## config.mk

```make
export PLATFORM = sky130hd
export DESIGN_NAME = kl8e_tty_flat
export DESIGN_NICKNAME = d
export VERILOG_FILES = /design/src/rtl/kl8e_tty_if.sv /design/src/rtl/kl8e_tty.sv /design/src/flat_wrapper.sv
export SDC_FILE = /design/constraint.sdc
export NUM_CORES = 1
export LEC_CHECK = 0
export BUFFER_PORTS_ARGS = -buffer_cell sky130_fd_sc_hd__buf_2
export CAP_MARGIN = 15
export CORE_ASPECT_RATIO = 0.6
export CORE_MARGIN = 2
export CORE_UTILIZATION = 44
export CTS_CLUSTER_DIAMETER = 120
export DETAILED_ROUTE_END_ITERATION = 8
export GPL_ROUTABILITY_DRIVEN = 1
export GPL_TIMING_DRIVEN = 0
export HOLD_SLACK_MARGIN = 0.06
export PLACE_DENSITY = 0.75
export SYNTH_ARGS = -nofsm -noshare
export SYNTH_HDL_FRONTEND = slang
export SYNTH_SLANG_ARGS = --single-unit
```

## constraint.sdc

```tcl
create_clock -name clk -period 2.43 [get_ports clk]
set_clock_uncertainty 0.05 [all_clocks]
set_input_delay 0.729 -clock clk [delete_from_list [all_inputs] [get_ports clk]]
set_output_delay 0.729 -clock clk [all_outputs]
set_load 0.02 [all_outputs]
```

## src/rtl/kl8e_tty_if.sv

```systemverilog
// Bundles the CPU IOT bus and the UART load/unload handshakes for the KL8E console controller.
// The controller takes the slave modport; the CPU/UART environment takes the master modport.
interface kl8e_tty_if;
    logic       iot;
    logic [5:0] io_device;
    logic [2:0] io_op;
    logic [7:0] ac_in;
    logic [7:0] io_data_out;
    logic       io_skip;
    logic       io_clear_ac;
    logic       interrupt;
    logic       tx_req;
    logic [7:0] tx_data;
    logic       tx_ack;
    logic       tx_empty;
    logic       rx_req;
    logic [7:0] rx_data;
    logic       rx_ack;
    logic       rx_empty;
    logic       rx_overrun;
    logic       tx_overrun;

    modport slave (
        input  iot, io_device, io_op, ac_in, tx_ack, tx_empty, rx_data, rx_ack, rx_empty,
        output io_data_out, io_skip, io_clear_ac, interrupt, tx_req, tx_data, rx_req,
               rx_overrun, tx_overrun
    );

    modport master (
        output iot, io_device, io_op, ac_in, tx_ack, tx_empty, rx_data, rx_ack, rx_empty,
        input  io_data_out, io_skip, io_clear_ac, interrupt, tx_req, tx_data, rx_req,
               rx_overrun, tx_overrun
    );
endinterface

```

## src/rtl/kl8e_tty.sv

```systemverilog
// PDP-8 KL8E console teletype controller: keyboard/printer IOT decode, flags, interrupt enable,
// and the initiator side of the UART req/ack load and unload handshakes.
module kl8e_tty #(
    parameter logic [5:0] KBD_DEV = 6'o03,
    parameter logic [5:0] TTY_DEV = 6'o04
) (
    input logic        clk,
    input logic        reset,
    kl8e_tty_if.slave  bus
);
    localparam logic [1:0] TX_IDLE = 2'd0;
    localparam logic [1:0] TX_REQ  = 2'd1;
    localparam logic [1:0] TX_REL  = 2'd2;
    localparam logic [1:0] TX_BUSY = 2'd3;

    localparam logic [1:0] RX_IDLE = 2'd0;
    localparam logic [1:0] RX_REQ  = 2'd1;
    localparam logic [1:0] RX_REL  = 2'd2;
    localparam logic [1:0] RX_DONE = 2'd3;

    logic [1:0] tx_state_q, tx_state_d;
    logic [1:0] rx_state_q, rx_state_d;
    logic [1:0] tx_ack_sync_q, tx_ack_sync_d;
    logic [1:0] tx_empty_sync_q, tx_empty_sync_d;
    logic [1:0] rx_ack_sync_q, rx_ack_sync_d;
    logic [1:0] rx_empty_sync_q, rx_empty_sync_d;
    logic [7:0] kbd_buf_q, kbd_buf_d;
    logic [7:0] tx_hold_q, tx_hold_d;
    logic       kbd_flag_q, kbd_flag_d;
    logic       tty_flag_q, tty_flag_d;
    logic       ie_q, ie_d;
    logic       rx_overrun_q, rx_overrun_d;
    logic       tx_overrun_q, tx_overrun_d;

    logic tx_ack_s, tx_empty_s, rx_ack_s, rx_empty_s;
    logic kbd_sel, tty_sel, kie, print;
    logic tty_set, kbd_set;

    assign tx_ack_s   = tx_ack_sync_q[1];
    assign tx_empty_s = tx_empty_sync_q[1];
    assign rx_ack_s   = rx_ack_sync_q[1];
    assign rx_empty_s = rx_empty_sync_q[1];

    assign kbd_sel = bus.iot && (bus.io_device == KBD_DEV);
    assign tty_sel = bus.iot && (bus.io_device == TTY_DEV);
    assign kie     = kbd_sel && (bus.io_op == 3'd5);
    assign print   = tty_sel && bus.io_op[2];

    // KIE reuses the skip and read bits, so it suppresses both.
    always_comb begin
        bus.io_skip     = (kbd_sel && !kie && bus.io_op[0] && kbd_flag_q) ||
                          (tty_sel && bus.io_op[0] && tty_flag_q);
        bus.io_clear_ac = kbd_sel && bus.io_op[1];
        bus.io_data_out = (kbd_sel && !kie && bus.io_op[2]) ? kbd_buf_q : 8'h00;
        bus.interrupt   = ie_q && (kbd_flag_q || tty_flag_q);
        bus.tx_req      = (tx_state_q == TX_REQ);
        bus.rx_req      = (rx_state_q == RX_REQ);
        bus.tx_data     = tx_hold_q;
        bus.rx_overrun  = rx_overrun_q;
        bus.tx_overrun  = tx_overrun_q;
    end

    always_comb begin
        tx_ack_sync_d   = {tx_ack_sync_q[0], bus.tx_ack};
        tx_empty_sync_d = {tx_empty_sync_q[0], bus.tx_empty};
        rx_ack_sync_d   = {rx_ack_sync_q[0], bus.rx_ack};
        rx_empty_sync_d = {rx_empty_sync_q[0], bus.rx_empty};

        tx_state_d   = tx_state_q;
        tx_hold_d    = tx_hold_q;
        tx_overrun_d = tx_overrun_q;
        tty_set      = 1'b0;
        unique case (tx_state_q)
            TX_IDLE: if (print) begin
                tx_hold_d  = bus.ac_in;
                tx_state_d = TX_REQ;
            end
            TX_REQ:  if (tx_ack_s) tx_state_d = TX_REL;
            TX_REL:  if (!tx_ack_s) tx_state_d = TX_BUSY;
            TX_BUSY: if (tx_empty_s) begin
                tty_set    = 1'b1;
                tx_state_d = TX_IDLE;
            end
            default: tx_state_d = TX_IDLE;
        endcase
        if (print && (tx_state_q != TX_IDLE)) tx_overrun_d = 1'b1;

        rx_state_d   = rx_state_q;
        kbd_buf_d    = kbd_buf_q;
        rx_overrun_d = rx_overrun_q;
        kbd_set      = 1'b0;
        unique case (rx_state_q)
            RX_IDLE: if (!rx_empty_s) rx_state_d = RX_REQ;
            RX_REQ:  if (rx_ack_s) rx_state_d = RX_REL;
            RX_REL:  if (!rx_ack_s) rx_state_d = RX_DONE;
            RX_DONE: begin
                kbd_buf_d = bus.rx_data;
                kbd_set   = 1'b1;
                if (kbd_flag_q) rx_overrun_d = 1'b1;
                rx_state_d = RX_IDLE;
            end
            default: rx_state_d = RX_IDLE;
        endcase

        // A flag set by an FSM beats a clear from an IOT in the same cycle.
        tty_flag_d = tty_set ? 1'b1 : ((tty_sel && bus.io_op[1]) ? 1'b0 : tty_flag_q);
        kbd_flag_d = kbd_set ? 1'b1 : ((kbd_sel && bus.io_op[1]) ? 1'b0 : kbd_flag_q);
        ie_d       = kie ? bus.ac_in[0] : ie_q;
    end

    always_ff @(posedge clk or posedge reset) begin
        if (reset) begin
            tx_state_q      <= TX_IDLE;
            rx_state_q      <= RX_IDLE;
            tx_ack_sync_q   <= 2'b00;
            tx_empty_sync_q <= 2'b11;
            rx_ack_sync_q   <= 2'b00;
            rx_empty_sync_q <= 2'b11;
            kbd_buf_q       <= 8'h00;
            tx_hold_q       <= 8'h00;
            kbd_flag_q      <= 1'b0;
            tty_flag_q      <= 1'b0;
            ie_q            <= 1'b1;
            rx_overrun_q    <= 1'b0;
            tx_overrun_q    <= 1'b0;
        end else begin
            tx_state_q      <= tx_state_d;
            rx_state_q      <= rx_state_d;
            tx_ack_sync_q   <= tx_ack_sync_d;
            tx_empty_sync_q <= tx_empty_sync_d;
            rx_ack_sync_q   <= rx_ack_sync_d;
            rx_empty_sync_q <= rx_empty_sync_d;
            kbd_buf_q       <= kbd_buf_d;
            tx_hold_q       <= tx_hold_d;
            kbd_flag_q      <= kbd_flag_d;
            tty_flag_q      <= tty_flag_d;
            ie_q            <= ie_d;
            rx_overrun_q    <= rx_overrun_d;
            tx_overrun_q    <= tx_overrun_d;
        end
    end
endmodule

```

## src/flat_wrapper.sv

```systemverilog
// flat-port wrapper written by rule: the top's interface ports become plain ports
module kl8e_tty_flat 
#(
    parameter logic [5:0] KBD_DEV = 6'o03,
    parameter logic [5:0] TTY_DEV = 6'o04
)
  (clk, reset, bus_iot, bus_io_device, bus_io_op, bus_ac_in, bus_tx_ack, bus_tx_empty, bus_rx_data, bus_rx_ack, bus_rx_empty, bus_io_data_out, bus_io_skip, bus_io_clear_ac, bus_interrupt, bus_tx_req, bus_tx_data, bus_rx_req, bus_rx_overrun, bus_tx_overrun);
  kl8e_tty_if bus_i ();
  input logic clk;
  input logic reset;
  input wire logic [$bits(bus_i.iot)-1:0] bus_iot;
  input wire logic [$bits(bus_i.io_device)-1:0] bus_io_device;
  input wire logic [$bits(bus_i.io_op)-1:0] bus_io_op;
  input wire logic [$bits(bus_i.ac_in)-1:0] bus_ac_in;
  input wire logic [$bits(bus_i.tx_ack)-1:0] bus_tx_ack;
  input wire logic [$bits(bus_i.tx_empty)-1:0] bus_tx_empty;
  input wire logic [$bits(bus_i.rx_data)-1:0] bus_rx_data;
  input wire logic [$bits(bus_i.rx_ack)-1:0] bus_rx_ack;
  input wire logic [$bits(bus_i.rx_empty)-1:0] bus_rx_empty;
  output wire logic [$bits(bus_i.io_data_out)-1:0] bus_io_data_out;
  output wire logic [$bits(bus_i.io_skip)-1:0] bus_io_skip;
  output wire logic [$bits(bus_i.io_clear_ac)-1:0] bus_io_clear_ac;
  output wire logic [$bits(bus_i.interrupt)-1:0] bus_interrupt;
  output wire logic [$bits(bus_i.tx_req)-1:0] bus_tx_req;
  output wire logic [$bits(bus_i.tx_data)-1:0] bus_tx_data;
  output wire logic [$bits(bus_i.rx_req)-1:0] bus_rx_req;
  output wire logic [$bits(bus_i.rx_overrun)-1:0] bus_rx_overrun;
  output wire logic [$bits(bus_i.tx_overrun)-1:0] bus_tx_overrun;
  assign bus_i.iot = bus_iot;
  assign bus_i.io_device = bus_io_device;
  assign bus_i.io_op = bus_io_op;
  assign bus_i.ac_in = bus_ac_in;
  assign bus_i.tx_ack = bus_tx_ack;
  assign bus_i.tx_empty = bus_tx_empty;
  assign bus_i.rx_data = bus_rx_data;
  assign bus_i.rx_ack = bus_rx_ack;
  assign bus_i.rx_empty = bus_rx_empty;
  assign bus_io_data_out = bus_i.io_data_out;
  assign bus_io_skip = bus_i.io_skip;
  assign bus_io_clear_ac = bus_i.io_clear_ac;
  assign bus_interrupt = bus_i.interrupt;
  assign bus_tx_req = bus_i.tx_req;
  assign bus_tx_data = bus_i.tx_data;
  assign bus_rx_req = bus_i.rx_req;
  assign bus_rx_overrun = bus_i.rx_overrun;
  assign bus_tx_overrun = bus_i.tx_overrun;
  kl8e_tty #(.KBD_DEV(KBD_DEV), .TTY_DEV(TTY_DEV)) u_core (.clk(clk), .reset(reset), .bus(bus_i));
endmodule
```

## Word-level counts from Yosys, hierarchy flattened

Index checks and enable logic that the tools add are counted.

- Logic and storage cells: 72
- Output and inout bits: 23
- Bits of input ports: 32
- Register bits: 33

- Eq/ne operators: 16
- Muxes and demuxes: 17
- Reductions and logical operators: 26

Operators by type and width:

| cell | number |
|---|---|
| case mux 2 bit (4 select lines) | 2 |
| logical AND 1 bit | 14 |
| 2-to-1 mux 2 bit | 7 |
| equality test 2 bit (second input constant) | 4 |
| 2-to-1 mux 8 bit | 1 |
| != test 2 x 1 -> 1 bit (second input constant) | 4 |
| 2-to-1 mux 1 bit | 7 |
| equality test 6 x 2 -> 1 bit (second input constant) | 1 |
| equality test 6 x 3 -> 1 bit (second input constant) | 1 |
| != test 2 bit (second input constant) | 3 |
| nonzero test 2 bit | 3 |
| equality test 2 x 1 -> 1 bit (second input constant) | 2 |
| logical NOT 2 bit | 2 |
| AND reduction 2 bit | 2 |
| AND reduction 4 bit | 1 |
| equality test 3 bit (second input constant) | 1 |
| AND reduction 3 bit | 1 |
| logical OR 1 bit | 2 |
| logical NOT 1 bit | 1 |

## Depth between registers and ports, before layout

- Word-level depth: 8
- Depth in mapped cells: 6
- Mapped depth without buffers: 6

## Worst setup path before layout

Ideal clock, no wire load.

- Kind: input to output
- Start point: input bus_io_device[3]
- End point: output bus_io_data_out[0]
- Buffers on the path: 0
- Data required time: 1651 ps
- Slack: -144 ps
- Data arrival time: 1795 ps
- Stages: 4
- Cells stage by stage: nor4b_4 -> nand2_1 -> nor4_2 -> and2_1

- Cells in the longest elaborated chain, start to end: 7

RTL lines:

| item | RTL line | text |
|---|---|---|
| from (decl) | flat_wrapper.sv:12 | `input wire logic [$bits(bus_i.io_device)-1:0] bus_io_device;` |
| equality test 6 x 2 -> 1 bit * | kl8e_tty.sv:44 | `assign kbd_sel = bus.iot && (bus.io_device == KBD_DEV);` |
| logical AND 1 bit * | kl8e_tty.sv:44 |  |
| logical AND 1 bit | kl8e_tty.sv:46 | `assign kie = kbd_sel && (bus.io_op == 3'd5);` |
| logical NOT 1 bit | kl8e_tty.sv:54 | `bus.io_data_out = (kbd_sel && !kie && bus.io_op[2]) ? kbd_buf_q : 8'h00;` |
| logical AND 1 bit * (2 in a row) | kl8e_tty.sv:54 |  |
| 2-to-1 mux 8 bit * | kl8e_tty.sv:54 |  |
| to (decl) | flat_wrapper.sv:20 | `output wire logic [$bits(bus_i.io_data_out)-1:0] bus_io_data_out;` |

Every way passes the cells marked *; elsewhere a longest branch is shown, timed or not.

## Final worst setup path

- Start point: input bus_io_device[5]
- End point: output bus_io_skip

- Cells in the longest elaborated chain, start to end: 8
- Elaborated cells between the ends (all ways): 12
- Classes of those cells: eq/ne: 2; reduce/logical: 10

RTL lines:

| item | RTL line | text |
|---|---|---|
| equality test 6 x 2 -> 1 bit | kl8e_tty.sv:44 |  |
| logical AND 1 bit | kl8e_tty.sv:44 |  |
| logical AND 1 bit | kl8e_tty.sv:46 |  |
| logical NOT 1 bit | kl8e_tty.sv:51 | `bus.io_skip = (kbd_sel && !kie && bus.io_op[0] && kbd_flag_q) \|\|` |
| logical AND 1 bit (3 in a row) | kl8e_tty.sv:51 |  |
| logical OR 1 bit * | kl8e_tty.sv:51 |  |
| to (decl) | flat_wrapper.sv:21 | `output wire logic [$bits(bus_i.io_skip)-1:0] bus_io_skip;` |

Marked as above.

==> results.md <==
- Critical path arrival: ~1900 ps
- Core ar.: 3263 sq um
- Clock H-tree levels: 2
- GRT Overall Usage: 0.1868
- HPWL after DPL: about 2.3 mm
- Top-level I/O count: 55
- Post-synth EDFFs: 0
- Initial Utilization: 0.4640
- Root buf cell: clkbuf_8
- Critical Setup Path Class: in2out
- Power Dens Cells: approximately 830 nW/um^2
- Antenna Nets Post-Route: 0
- Worst path slowest cell: nor4b_4
- Deepest clock path buffer count: 2
- Leak: between 0.001 and 0.0015 uW
- Outcome: complete, but fails checks
- Final setup viols: 10
- Placed Instances: about 210
- Worst Setup End Kind: primary output
- Avg Synthesized Cell Area: roughly 14 sq um
- CP Cell Sequence: buf_6, nor4b_4, buf_4, nor3b_4, nand3b_1, a21boi_2, buf_6
- Most frequent cell after synthesis: dfrtp_1
- Synth top cells by count: dfrtp_1 (28), ha_1 (10), mux2_2 (9)
- Mapped Cells: 109
- # diodes: 0
- CTS Sinks: 33
- RSZ-0062 raised after global routing: true
- Residual DRC: 0
- Worst setup margin: -281.8 ps
- Pin count of the biggest net entering global routing: 21
- Final Hold Fails: 0
- FFs w/ async S/R, synth: 1.000
- Max-slew violations: 0
- Leading area contributor after synthesis: dfrtp_1
- Number of buffers created by CTS: 5
- Failing checks: setup timing
- Die H: 49.44 microns
- MaxCap Viol Count: 0
- CP required: about 1700 ps
- R2R cell count: 6
- Reg-to-reg endpoint: u_core.tx_state_q[1]
- Buffers on Ports: 54
- CTS tree: built
- Post-Layout Cell Count: about 220
- Syn nets: approximately 150
- Layout cells sized above 1: 0.5909
- Reg-to-reg startpoint: u_core.tx_state_q[1]
- Slew @ Worst Pin: around 590 ps
- Util after Layout: 0.6461
- First-pass GRT wire length: 5.340 mm
- Fmax: roughly 370 MHz
- CP startpoint: bus_io_device[5]
- CTS clk-pin slew, worst paths: roughly 60 ps
- Peak VDD IR: 0.3990 mV
- Via count: 1071
- Vias in the first global route: 1091
- Cell row count: 16
- Later-pin clock latency in the skew report: between 200 and 300 ps
- Max incr delay on CP: between 300 and 400 ps
- Sequential-to-total area share from yosys stat: 0.5496
- DIE AREA: 3941 sq um
- Antenna violations before repair: 0
- Crit Path Max Fanout: 4
- Yosys Warn Count: 0
- Post-synth top area share: 0.4628
- Number of DRC markers in iteration 0: 34
- Drt via density: roughly 4.8
- Synth area leaders: dfrtp_1 (46%), dfstp_2 (8.7%), ha_1 (8.3%)
- Seq cells post-synth: 33
- FF-to-FF setup slack: between 700 and 800 ps
- Unique masters post-synth: 30
- Startpoint Class: input pin
- 1st-pass router iterations: 4
- Die Wd: between 70 and 80 microns
- Global route total overflow: 0
- Fin crit share: 1.116
- Max_slew headroom: 0.6093
- Synthesized area: around 1500 sq um
- CP endpoint: bus_io_skip
- Area growth syn-to-layout: 39.26%
- Post-Place Worst Slack: -503.5 ps
- Synth Flop Type: dfrtp_1
- CP dominant cell by count: buf_6
- Post-layout net count: between 200 and 250
- Fin crit period: 2712 ps
- Routed wire length: around 3.1 mm
- WL per Instance: ~14 microns
- Min-Delay Path Class: reg2reg
- Routability cong.: approximately 0.71
area by class of cell:
class / count / area [sq um]
fill: 258 / 1155
sequential: 33 / 832.0
inverter: 8 / 30.03
timing repair buffer: 59 / 406.6
clock buffer: 8 / 90.09
buffer: 1 / 3.754
tap: 45 / 56.30
multi-input combinational: 67 / 689.4
through the flow:
stage	total power (uW)	area (sq um)	hold WS [ps]	TNS, ps
finish	1757	2108	300.6	-2287
global route	1893	2108	307.9	-3192
CTS	1774	2064	301.2	-2153
detailed placement	1343	1891	287.1	-4367
global placement	1268	1863	286.8	-3702
floorplan	1173	1536	281.2	-569.9
placed cells by master (no fill, tap or decap), types with 2 or more instances in the layout:
cell type	instances
a21o_1	2
and2_4	8
buf_2	42
buf_4	3
buf_6	13
clkbuf_1	3
clkbuf_8	6
dfrtp_1	28
dfstp_2	5
ha_1	10
inv_1	7
mux2_1	2
mux2_2	9
mux2_4	8
nand2_1	6
nor2_1	3
repair_timing:
action | in CTS | in global routing
cloned | 0 | 0
resized for setup | 27 | 7
hold buffers | 0 | 0
pin swaps | 11 | 5
buffers inserted | 1 | 3
setup endpoints to repair | 10 | 10
worst max-delay path, delay by kind of cell:
family | cells | cell delay, ps
compound gates | 1 | 140
buf+inv | 3 | 400
simple gates | 3 | 670
logic make-up (layout without fill, tap and decap cells):
logic type / count (synthesis) / count (layout) / share of synthesized area
adder cells (fa/ha/maj): 10 / 10 / 0.08264
multiplexers: 20 / 20 / 0.1678
flip-flops: 33 / 33 / 0.5496
buffers and inverters: 9 / 76 / 0.02231
AO/OA/AOI/OAI: 10 / 10 / 0.05455
AND/OR/NAND/NOR: 27 / 27 / 0.1231
metal layers:
layer  share of wire  GRT usage  routed length (microns)
met1            0.43     0.2314                     1334
met5               0          0                        0
met2            0.49     0.2983                     1542
met4           0.011    0.06897                       34
met3           0.070    0.07037                      218
worst min-delay path by stage:
stage                                   start                        end  slack (ps)  cells after the start
floorplan             u_core.rx_ack_sync_q[0]    u_core.rx_ack_sync_q[1]         280                      0
global placement      u_core.rx_ack_sync_q[0]    u_core.rx_ack_sync_q[1]         290                      0
detailed placement    u_core.tx_ack_sync_q[0]    u_core.tx_ack_sync_q[1]         290                      0
CTS                   u_core.tx_ack_sync_q[0]    u_core.tx_ack_sync_q[1]         300                      0
global route        u_core.tx_empty_sync_q[0]  u_core.tx_empty_sync_q[1]         310                      0
finish                u_core.tx_ack_sync_q[0]    u_core.tx_ack_sync_q[1]         300                      0
report_power, final:
group	switching (uW)	internal [uW]	total, uW
sequential	81.5	684	765
combinational	296	282	577
clock	183	231	414
registers in the layout (all words and copies together), names as in the netlist:
name and cells:
u_core.rx_ack_sync_q 2, u_core.tty_flag_q 1, u_core.bus.rx_overrun 1, u_core.tx_ack_sync_q 2
u_core.bus.tx_data 8, u_core.tx_state_q 2, u_core.rx_state_q 2, u_core.kbd_buf_q 8
u_core.ie_q 1, u_core.bus.tx_overrun 1, u_core.kbd_flag_q 1, u_core.rx_empty_sync_q 2
u_core.tx_empty_sync_q 2
Note: power is estimated with default switching activity, not from simulation.
